### src/rtl/rf_wb_arbiter.sv
// Register-file writeback arbiter: round-robin share of the single write port
// between ALU and LSU, plus a pending-load scoreboard for decode hazards.
module rf_wb_arbiter #(
  parameter int unsigned WORD_WIDTH = 32,
  parameter int unsigned REG_COUNT  = 32,
  parameter int unsigned ADDR_WIDTH = $clog2(REG_COUNT)
) (
  input  logic                  clk,
  input  logic                  rst_n,
  input  logic                  alu_valid_i,
  input  logic [ADDR_WIDTH-1:0] alu_addr_i,
  input  logic [WORD_WIDTH-1:0] alu_data_i,
  output logic                  alu_ready_o,
  input  logic                  lsu_valid_i,
  input  logic [ADDR_WIDTH-1:0] lsu_addr_i,
  input  logic [WORD_WIDTH-1:0] lsu_data_i,
  output logic                  lsu_ready_o,
  input  logic                  issue_valid_i,
  input  logic [ADDR_WIDTH-1:0] issue_addr_i,
  input  logic [ADDR_WIDTH-1:0] rs1_addr_i,
  input  logic [ADDR_WIDTH-1:0] rs2_addr_i,
  input  logic [ADDR_WIDTH-1:0] rd_addr_i,
  output logic                  hazard_o,
  output logic                  busy_o,
  output logic [WORD_WIDTH-1:0] write_data_o,
  output logic [ADDR_WIDTH-1:0] write_addr_o,
  output logic                  write_en_o
);

  logic                 prio_q;     // 1: LSU preferred on contention
  logic [REG_COUNT-1:0] pending_q;
  logic [REG_COUNT-1:0] pending_d;
  logic                 grant_alu;
  logic                 grant_lsu;

  // Grants are suppressed during reset so nothing is handshaken or written.
  always_comb begin
    grant_alu = rst_n && alu_valid_i && (!lsu_valid_i || !prio_q);
    grant_lsu = rst_n && lsu_valid_i && (!alu_valid_i ||  prio_q);
  end

  always_comb begin
    write_addr_o = '0;
    write_data_o = '0;
    if (grant_alu) begin
      write_addr_o = alu_addr_i;
      write_data_o = alu_data_i;
    end else if (grant_lsu) begin
      write_addr_o = lsu_addr_i;
      write_data_o = lsu_data_i;
    end
  end

  assign alu_ready_o = grant_alu;
  assign lsu_ready_o = grant_lsu;
  assign write_en_o  = (grant_alu || grant_lsu) && (write_addr_o != '0);

  // Clear is applied before set so a same-cycle issue to the register wins.
  always_comb begin
    pending_d = pending_q;
    if (grant_lsu)
      pending_d[lsu_addr_i] = 1'b0;
    if (issue_valid_i && issue_addr_i != '0)
      pending_d[issue_addr_i] = 1'b1;
    pending_d[0] = 1'b0;
  end

  always_ff @(posedge clk or negedge rst_n) begin
    if (!rst_n) begin
      prio_q    <= 1'b1;
      pending_q <= '0;
    end else begin
      pending_q <= pending_d;
      if (grant_alu)      prio_q <= 1'b1;
      else if (grant_lsu) prio_q <= 1'b0;
    end
  end

  // Hazard looks only at registered state; a same-cycle LSU clear costs a stall.
  always_comb begin
    hazard_o = rst_n && (
                 (pending_q[rs1_addr_i] && rs1_addr_i != '0) ||
                 (pending_q[rs2_addr_i] && rs2_addr_i != '0) ||
                 (pending_q[rd_addr_i]  && rd_addr_i  != '0));
    busy_o   = rst_n && (|pending_q);
  end

endmodule

### config.mk
export PLATFORM = sky130hd
export DESIGN_NAME = rf_wb_arbiter
export DESIGN_NICKNAME = d
export VERILOG_FILES = /design/src/rtl/rf_wb_arbiter.sv
export SDC_FILE = /design/constraint.sdc
export NUM_CORES = 1
export LEC_CHECK = 0
export BUFFER_PORTS_ARGS = -buffer_cell sky130_fd_sc_hd__buf_2
export CAP_MARGIN = 10
export CORE_UTILIZATION = 25
export CTS_CLUSTER_DIAMETER = 30
export CTS_CLUSTER_SIZE = 10
export DETAILED_ROUTE_END_ITERATION = 8
export SLEW_MARGIN = 40
export SYNTH_ARGS = -nofsm -noshare
export SYNTH_HDL_FRONTEND = slang
export SYNTH_SLANG_ARGS = --single-unit
### constraint.sdc
create_clock -name clk -period 3.3 [get_ports clk]
set_clock_uncertainty 0.15 [all_clocks]
set_input_delay 0.825 -clock clk [delete_from_list [all_inputs] [get_ports clk]]
set_output_delay 0.825 -clock clk [all_outputs]
set_load 0.05 [all_outputs]
# After elaboration in Yosys (flattened, before gate mapping)
# Index checks and enable logic that the tools add are counted.
# Widths: inputs -> output; s select.
[totals]
regBits = 32
[classes]
magnitude_cmp = 7
n_mux = 18
bitwise_logic = 3
n_reduce_logical = 28
[ops]
columns = ["operator", "count"]
rows = [
  ["$mux 32", 4],
  ["$and 32x32->32", 1],
  ["$not 32->32", 1],
  ["$or 32x32->32", 1],
  ["$reduce_or 31->1", 1],
  ["$lt 5x6->1 const B", 5],
  ["$reduce_bool 5->1", 5],
  ["$bmux 1 s5", 3],
  ["$logic_and 1x1->1", 13],
  ["$demux 1 s5", 2],
  ["$ge 5x1->1 const B", 2],
  ["$mux 5", 2],
  ["$mux 1", 7],
  ["$logic_or 1x1->1", 5],
  ["$logic_not 1->1", 3],
  ["$reduce_bool 2->1", 1],
]

# Longest topological paths before layout
# Gate-level depths: netlist of the first run.
[depth]
word_depth = 9
ltp_mapped = 6
ltp_nobuf = 5

# Worst setup path after synthesis of the first run
# OpenSTA, ideal clock, no wires.
[synth_timing]
path_kind = "in2out"
from = "input rs2_addr_i[2]"
to = "output hazard_o"
arrival_ns = 2.722
setup_slack_ns = -0.397
path_stages = 6
cell_sequence = "buf_2 mux4_2 mux2i_1 nor3b_2 or4_1 o41a_1"
[synth_via]
elab_chain_len = 6
[synth_rtl]
columns = ["item", "line", "text"]
rows = [
  ["start, declared", "21", "input logic [ADDR_WIDTH-1:0] rs2_addr_i,"],
  ["$bmux 1 s5", "83", "(pending_q[rs2_addr_i] && rs2_addr_i != '0) ||"],
  ["$mux 1 (not written as such)", "83", ""],
  ["$logic_and 1x1->1 *", "83", ""],
  ["$logic_or 1x1->1 *", "82", "(pending_q[rs1_addr_i] && rs1_addr_i != '0) ||"],
  ["$logic_or 1x1->1 *", "83", ""],
  ["$logic_and 1x1->1 *", "81", "hazard_o = rst_n && ("],
  ["end, declared", "23", "output logic hazard_o,"],
]
# Mark *: on every way between the ends. The rest lies on a longest branch, timed or not. The select of a mux whose other input is x is not followed.

# Worst setup path after layout of the first run
# Ends and elaborated chain as after synthesis.

==> key figures, run 1 <==
Run status
  – Outcome: complete, but fails checks
  – Failing checks: setup timing

Final layout
  – Sequential cell area in the final layout: 802 um^2
  – ANT cells: 0
  – Layout area overhead: 48.1%
  – Non-filler cells in the finished layout: 577
  – Fin area: 0.00396 mm^2
  – Share of layout cells above drive strength 1: ~49%
  – Post-layout net count: 540
  – Multi-input gate area in the final layout: between 0.0015 and 0.002 mm^2
  – Fill count: 1,080
  – Fin util: a little under two fifths

Clocking
  – CTS tree: done
  – Clock-pin slew reported for the worst setup and hold paths after clock tree synthesis: 60 ps
  – Setup Buffers After CTS: 0
  – Clock sinks: 32
  – Number of CTS-inserted buffers: 5
  – Clock Tree Root: sky130_fd_sc_hd__clkbuf_8
  – H-tree depth: 2
  – Hold-fix buffers at CTS: 0
  – Maximum number of buffers from clock root to sink: 2
  – Later-pin clock latency in the skew report: between 200 and 300 ps

Placed design
  – DP HPWL: 9.44 mm
  – Worst setup slack after placement: -556 ps
  – Number of placed instances, taps included: 570
  – Placed standard-cell area: ~0.0038 mm^2
  – Global placer's final weighted congestion: slightly below 0.9
  – Number of buffers inserted by port buffering: 140

Logic synthesis
  – Count of cell types in the netlist: 46
  – Synthesis warning total: 0
  – Async SR Flop Fraction: 100%
  – Top FF cell, synth: sky130_fd_sc_hd__dfrtp_1
  – FF+latch count, synth: 32
  – Top cell types by occurrence after synthesis: sky130_fd_sc_hd__o21ai_0 (61), sky130_fd_sc_hd__a22o_1 (34), sky130_fd_sc_hd__dfrtp_1 (31)
  – EDFF count, synth: 0
  – Area share of the leading cell type in the synthesized netlist: ~29%
  – Dominant cell type by area after synthesis: sky130_fd_sc_hd__dfrtp_1
  – Sequential fraction of the synthesis area: 30.0%
  – Post-synthesis cell area: roughly 0.0027 mm^2
  – Average footprint of a synthesized cell: 9.79 um^2
  – Cell count after synthesis: 273
  – Post-synth net total: 372
  – Area contributors post-synth: sky130_fd_sc_hd__dfrtp_1 (29%), sky130_fd_sc_hd__o21ai_0 (11%), sky130_fd_sc_hd__a22o_1 (11%)
  – Most instantiated library cell after synthesis: sky130_fd_sc_hd__o21ai_0

Drt
  – Detailed-routing iteration count for the pre-antenna-repair pass: 5
  – Detailed-route vias per instance: around 5.6
  – Drt total wl: between 10 and 15 mm
  – Total via count in the routed design: 3,205
  – Number of DRC violations after detailed-routing iteration 0: 269
  – Routed length per placed instance: between 20 and 25 um
  – DRC violation count after routing: 0
  – Number of nets with antenna violations after routing: 0

STA
  – Fmax: 272 MHz
  – Accumulated negative setup slack: -378 ps
  – Worst slew pin tran: 455 ps
  – Share of the clock period used by the worst path: 111%
  – Final worst hold slack: 406 ps
  – Setup ws final: -378 ps
  – RSZ-0062 raised after global routing: true
  – Finish-stage setup viols: 1
  – Hold Violations, Final: 0
  – Minimum clock period: 3680 ps
  – Number of max-slew violations in the final report: 0
  – Normalized max-slew margin: 69.6%

Floorplan
  – Number of rows in the core area: 37
  – Height of the die: approximately 110 um
  – Die Width: 105 um
  – Number of top-level pins: around 140
  – Core Region: 0.0103 mm^2
  – Initial core utilization: 25.9%
  – Area of the die: 0.0111 mm^2

Global routing
  – Vias in the first global route: 3,125
  – Wire length of the first global-routing pass: 17.2 mm
  – Global-route usage over all layers: 20.7%
  – Overall overflow remaining after global route: 0
  – Number of antenna violations at the first check in global routing: 0
  – Largest net degree at the start of global routing: 34

Power
  – Switching power total: 736 uW
  – Internal power component: 1.05 mW
  – Sw Share: 41.3%
  – Combinational share of power: 48.5%
  – Total power per unit cell area: 451 mW/mm^2
  – Worst ir drop on vdd: 0.189 mV
  – Overall power after layout: 1.78 mW
  – Leak: 1.83 nW
  – Sequential fraction of design power: 35.5%
  – Clock network fraction of total power: roughly 16%

Critical path
  – Capturing element type of the critical path: output pin
  – WS Path Type: in -> out
  – Required time at the worst-slack endpoint: roughly 2300 ps
  – Arrival time of data at the critical path endpoint: roughly 2700 ps
  – Launching element type of the critical path: primary input
  – Biggest fanout along the worst timing path: 4

Job
  – Max capacitance violation total: 0

Hold path
  – Type of the worst min-delay path: in -> async
-- worst max-delay path: stages --
cell and delay (ps):
sky130_fd_sc_hd__buf_8 90, sky130_fd_sc_hd__mux4_2 520, sky130_fd_sc_hd__mux2i_4 170, sky130_fd_sc_hd__nor3b_2 60, sky130_fd_sc_hd__or4_4 510, sky130_fd_sc_hd__o41a_4 370, sky130_fd_sc_hd__buf_8 160
-- timing repair --
item,4_1_cts,5_1_grt
pin swaps,1,2
resized for setup,8,10
endpoints found under the setup margin,2,32
-- sequential cells by signal, indices dropped and copies added, names as in the netlist --
signal     flops
pending_q     31
prio_q         1
-- cells in the final DEF, fill, tap and decap left out, types with 6 or more instances in the layout --
master,count
sky130_fd_sc_hd__a22o_1,33
sky130_fd_sc_hd__buf_2,132
sky130_fd_sc_hd__buf_4,42
sky130_fd_sc_hd__dfrtp_1,31
sky130_fd_sc_hd__mux2i_1,14
sky130_fd_sc_hd__mux4_2,14
sky130_fd_sc_hd__nand2_1,7
sky130_fd_sc_hd__nand3b_1,10
sky130_fd_sc_hd__nor2_1,6
sky130_fd_sc_hd__nor4_1,9
sky130_fd_sc_hd__o21ai_0,61
-- worst paths after layout --
check                                    from            end  slack [ps]  depth (start not counted)
worst max register to register         prio_q   pending_q[4]        1060                          6
worst min-delay path                    rst_n         prio_q         410                          1
worst min register to register         prio_q         prio_q         410                          2
min in group clk                       prio_q         prio_q         410                          2
max in group asynchronous               rst_n  pending_q[18]        2050                          3
worst max-delay path            rs2_addr_i[2]       hazard_o        -380                          7
-- layout make-up --
class / instances / share of cell area [%]
flip-flops and latches: 32 / 20.3
clock buffers: 6 / 1.83
clock inverters: 1 / 0.127
multi-input cells: 218 / 45.7
inverters: 3 / 0.285
repair buffers: 181 / 27.5
well taps: 136 / 4.30
-- power groups by stage --
stage          sequential, mW  clock, mW  combinational (mW)
2_1_floorplan           0.577          0               0.509
3_3_place_gp            0.628          0               0.828
5_1_grt                 0.644      0.305               0.925
3_5_place_dp            0.629          0               0.839
4_1_cts                 0.623      0.287               0.851
6_report                0.634      0.284               0.864
-- logic make-up (layout without fill, tap and decap cells) --
group	after synthesis	count (layout)	synth area share (%)
buffers and inverters	23	191	3.70
multiplexers	33	33	21.5
AO/OA/AOI/OAI	117	117	28.9
AND/OR/NAND/NOR	68	68	15.8
flip-flops	32	32	30.0
-- metal layers --
layer | part of all wire (%) | global-route usage (%) | wire, um
met1 | 40 | 25.9 | 4600
met2 | 49 | 34.9 | 5700
met4 | 2.6 | 7.75 | 300
met5 | 0 | 0 | 0
met3 | 8.2 | 4.27 | 946
Power figures use the tool's default switching activity.
==> run 2: changes to the inputs <==
==> constraint.sdc (replaced) <==
create_clock -name clk -period 4.6 [get_ports clk]
set_clock_uncertainty 0.15 [all_clocks]
set_input_delay 0.23 -clock clk [delete_from_list [all_inputs] [get_ports clk]]
set_output_delay 0.23 -clock clk [all_outputs]
set_load 0.05 [all_outputs]
==> run 2 against run 1 <==
  * The flow now finishes without violations
  * Register-to-register slack gained 970 ps
  * Sequential power shrank 27%
  * Cell count shrank 6.4%
  * Core utilization shrank 3.5 points
  * Sequential share of layout area grew 2.1 points
  * Power shrank 31%
  * Largest power group unchanged
==> key figures, run 2 (synthesis results as in run 1) <==
Clocking
  – CTS tree: done
  – H-tree depth: 2 (unchanged)
  – Clock sinks: 32 (unchanged)
  – Clock Tree Root: sky130_fd_sc_hd__clkbuf_8
  – Maximum number of buffers from clock root to sink: 2 (unchanged)
  – Later-pin clock latency in the skew report: 280 ps (about the same)
  – Clock-pin slew reported for the worst setup and hold paths after clock tree synthesis: 70 ps (about the same)
  – Number of CTS-inserted buffers: 5 (unchanged)
  – Setup Buffers After CTS: 0 (unchanged)

Final layout
  – ANT cells: 0 (unchanged)
  – Most frequent cells in the layout: sky130_fd_sc_hd__buf_2 (140), sky130_fd_sc_hd__o21ai_0 (61), sky130_fd_sc_hd__a22o_1 (34), sky130_fd_sc_hd__dfrtp_1 (31), sky130_fd_sc_hd__mux2i_1 (15)
  – Post-layout net count: 502 (-7.0%)
  – Largest register by flop count: pending_q
  – Layout area overhead: 34.5%
  – Leading registers by flop count: pending_q: 31 flops, prio_q: 1 flops
  – Share of layout cells above drive strength 1: 42.3% (-6.4 points)
  – Leading cell type in the layout, fill and taps excluded: sky130_fd_sc_hd__buf_2
  – Fill count: 1,089 (+0.83%)
  – Flip-flop count of the largest register, all copies and words added: 31 (unchanged)

Critical path
  – Required time at the worst-slack endpoint: 4220 ps (+1900 ps)
  – List of cells traversed by the critical path: dlygate4sd3_1 > buf_2 > and3_1 > buf_4 > a22o_1 > buf_2
  – Stages on worst setup path: 6 (-1)
  – Arrival time of data at the critical path endpoint: 2690 ps (about the same)
  – Biggest fanout along the worst timing path: 21 (+17)
  – WS Path Type: in -> out
  – Depth of the worst register-to-register path: 5 (-1)
  – Reg-to-reg setup timing slack: 2030 ps (+970 ps)
  – Combined buffer and inverter count along the critical path: 4 (+2)
  – Launch instance of the worst register-to-register path: prio_q
  – Launching element type of the critical path: primary input
  – Endpoint of the lowest-slack register-to-register path: pending_q[16]
  – Largest delay share family, worst path: buffers and inverters
  – Cell with the largest stage delay on the worst path: sky130_fd_sc_hd__and3_1
  – Maximum cell stage delay along the critical path: 750 ps (+230 ps)
  – Capturing element type of the critical path: output pin
  – Most used cell along the critical path: sky130_fd_sc_hd__buf_2

Power
  – Worst ir drop on vdd: 0.161 mV (-15%)
  – Combinational share of power: 40.5% (-8.0 points)
  – Internal power component: 725 uW (-31%)
  – Sw Share: 40.7% (-0.57 points)
  – Overall power after layout: 1.22 mW (-31%)
  – Total power per unit cell area: 341 mW/mm^2 (-24%)
  – Clock network fraction of total power: 21.8% (+5.8 points)
  – Switching power total: 498 uW (-32%)
  – Sequential fraction of design power: 37.7% (+2.2 points)
  – Leak: 1.63 nW (-11%)

Drt
  – Drt total wl: 11.0 mm (-5.1%)
  – Number of DRC violations after detailed-routing iteration 0: 214 (-20%)
  – Routed length per placed instance: 20.3 um (+1.4%)
  – DRC violation count after routing: 0 (unchanged)
  – Detailed-routing iteration count for the pre-antenna-repair pass: 4 (-1)
  – Total via count in the routed design: 3,003 (-6.3%)
  – Number of nets with antenna violations after routing: 0 (unchanged)
  – Detailed-route vias per instance: 5.56 (+0.12%)

Floorplan
  – Number of top-level pins: 141 (unchanged)
  – Die Width: 105 um (unchanged)
  – Number of rows in the core area: 37 (unchanged)
  – Height of the die: 105 um (unchanged)
  – Initial core utilization: 25.9% (unchanged)
  – Core Region: 0.0103 mm^2 (unchanged)
  – Area of the die: 0.0111 mm^2 (unchanged)

STA
  – Hold Violations, Final: 0 (unchanged)
  – Setup ws final: 1530 ps (+1910 ps)
  – Final worst hold slack: 16.3 ps (-390 ps)
  – Normalized max-slew margin: 47.5% (-22 points)
  – Number of max-slew violations in the final report: 0 (unchanged)
  – Accumulated negative setup slack: 0 ps (+378 ps)
  – RSZ-0062 raised after global routing: false
  – Share of the clock period used by the worst path: 66.8%
  – Worst slew pin tran: 788 ps (+333 ps)
  – Fmax: 326 MHz
  – Finish-stage setup viols: 0 (-1)
  – Minimum clock period: 3070 ps

Hold path
  – Min-Delay Path Depth: 2
  – Type of the worst min-delay path: in -> reg
  – Hold_sp: issue_addr_i[0]
  – Hold EP: pending_q[4]

Global routing
  – Number of antenna violations at the first check in global routing: 0 (unchanged)
  – Largest net degree at the start of global routing: 36 (+5.9%)
  – Vias in the first global route: 3,108 (-0.54%)
  – Global-route usage over all layers: 20.2% (-0.48 points)
  – Overall overflow remaining after global route: 0 (unchanged)
  – Wire length of the first global-routing pass: 17.0 mm (-1.4%)

Placed design
  – Global placer's final weighted congestion: 0.845 (-2.7%)
  – Worst setup slack after placement: 1900 ps (+2460 ps)
  – DP HPWL: 8.94 mm (-5.2%)
  – Number of buffers inserted by port buffering: 140 (unchanged)

Job
  – Max capacitance violation total: 0 (unchanged)

Run status
  – Outcome: complete, no violations
==> run 2: cell count changes in the layout (fill, tap and decap cells not counted), moves of 2 or more <==
cell	previous run	this run
sky130_fd_sc_hd__buf_6	2	0
sky130_fd_sc_hd__or4_1	0	2
sky130_fd_sc_hd__buf_2	132	140
sky130_fd_sc_hd__buf_4	42	2
sky130_fd_sc_hd__buf_12	3	0
sky130_fd_sc_hd__buf_8	2	0
sky130_fd_sc_hd__or4_4	2	0
==> run 2: worst max path at each step <==
stage,start,end,slack [ps]
6_report,rst_n,write_data_o[24],1530
5_1_grt,rst_n,write_data_o[2],1340
4_1_cts,rst_n,write_data_o[24],1520
3_5_place_dp,rs2_addr_i[0],hazard_o,1900
3_3_place_gp,rs2_addr_i[0],hazard_o,1900
2_1_floorplan,prio_q,write_data_o[0],1870
==> run 2: area by class of cell <==
| class | count | area (um^2) | area share [%] |
|---|---|---|---|
| well taps | 136 | 170 | 4.74 |
| clock inverters | 3 | 42.5 | 1.18 |
| multi-input cells | 218 | 1770 | 49.3 |
| inverters | 3 | 11.3 | 0.313 |
| flip-flops and latches | 32 | 802 | 22.3 |
| clock buffers | 5 | 68.8 | 1.92 |
| repair buffers | 143 | 726 | 20.2 |
==> run 2: through the flow <==
step / cells / cell area (um^2) / util (%)
after floorplan: 273 / 2670 / -
after global placement: 531 / 3470 / 33.6
after detailed placement: 531 / 3470 / 33.6
after CTS: 540 / 3590 / 34.8
after global routing: 540 / 3590 / 34.8
final: 540 / 3590 / 34.8
==> run 2: power groups by stage <==
stage	clock network, mW	registers, mW	logic, mW
after floorplan	0	0.414	0.360
after global placement	0	0.454	0.491
after detailed placement	0	0.462	0.496
after CTS	0.272	0.457	0.498
after global routing	0.280	0.470	0.539
final	0.266	0.462	0.495
==> run 2: worst reg2reg max path, cell delays in order, from the launching register on <==
cell	delay [ps]
sky130_fd_sc_hd__dfstp_2	550
sky130_fd_sc_hd__nand2b_1	180
sky130_fd_sc_hd__and3_1	700
sky130_fd_sc_hd__or3b_1	550
sky130_fd_sc_hd__o21ai_0	190
sky130_fd_sc_hd__o21ai_0	110
==> run 2: repair_timing <==
| item | in CTS | in global routing |
|---|---|---|
| hold buffers | 1 | 0 |
| resized for setup | 0 | 0 |
| hold endpoints to repair | 13 | 0 |
==> run 2: metal layers <==
metal  GRT usage, %  up-vias  wire, um  share of wire, %
met2           35.9      166      5530                50
met1           24.0     1448      4270                39
met3           4.14       17       852               7.8
met5              0        -         0                 0
li1               -     1372         -                 -
met4           7.14        0       311               2.8
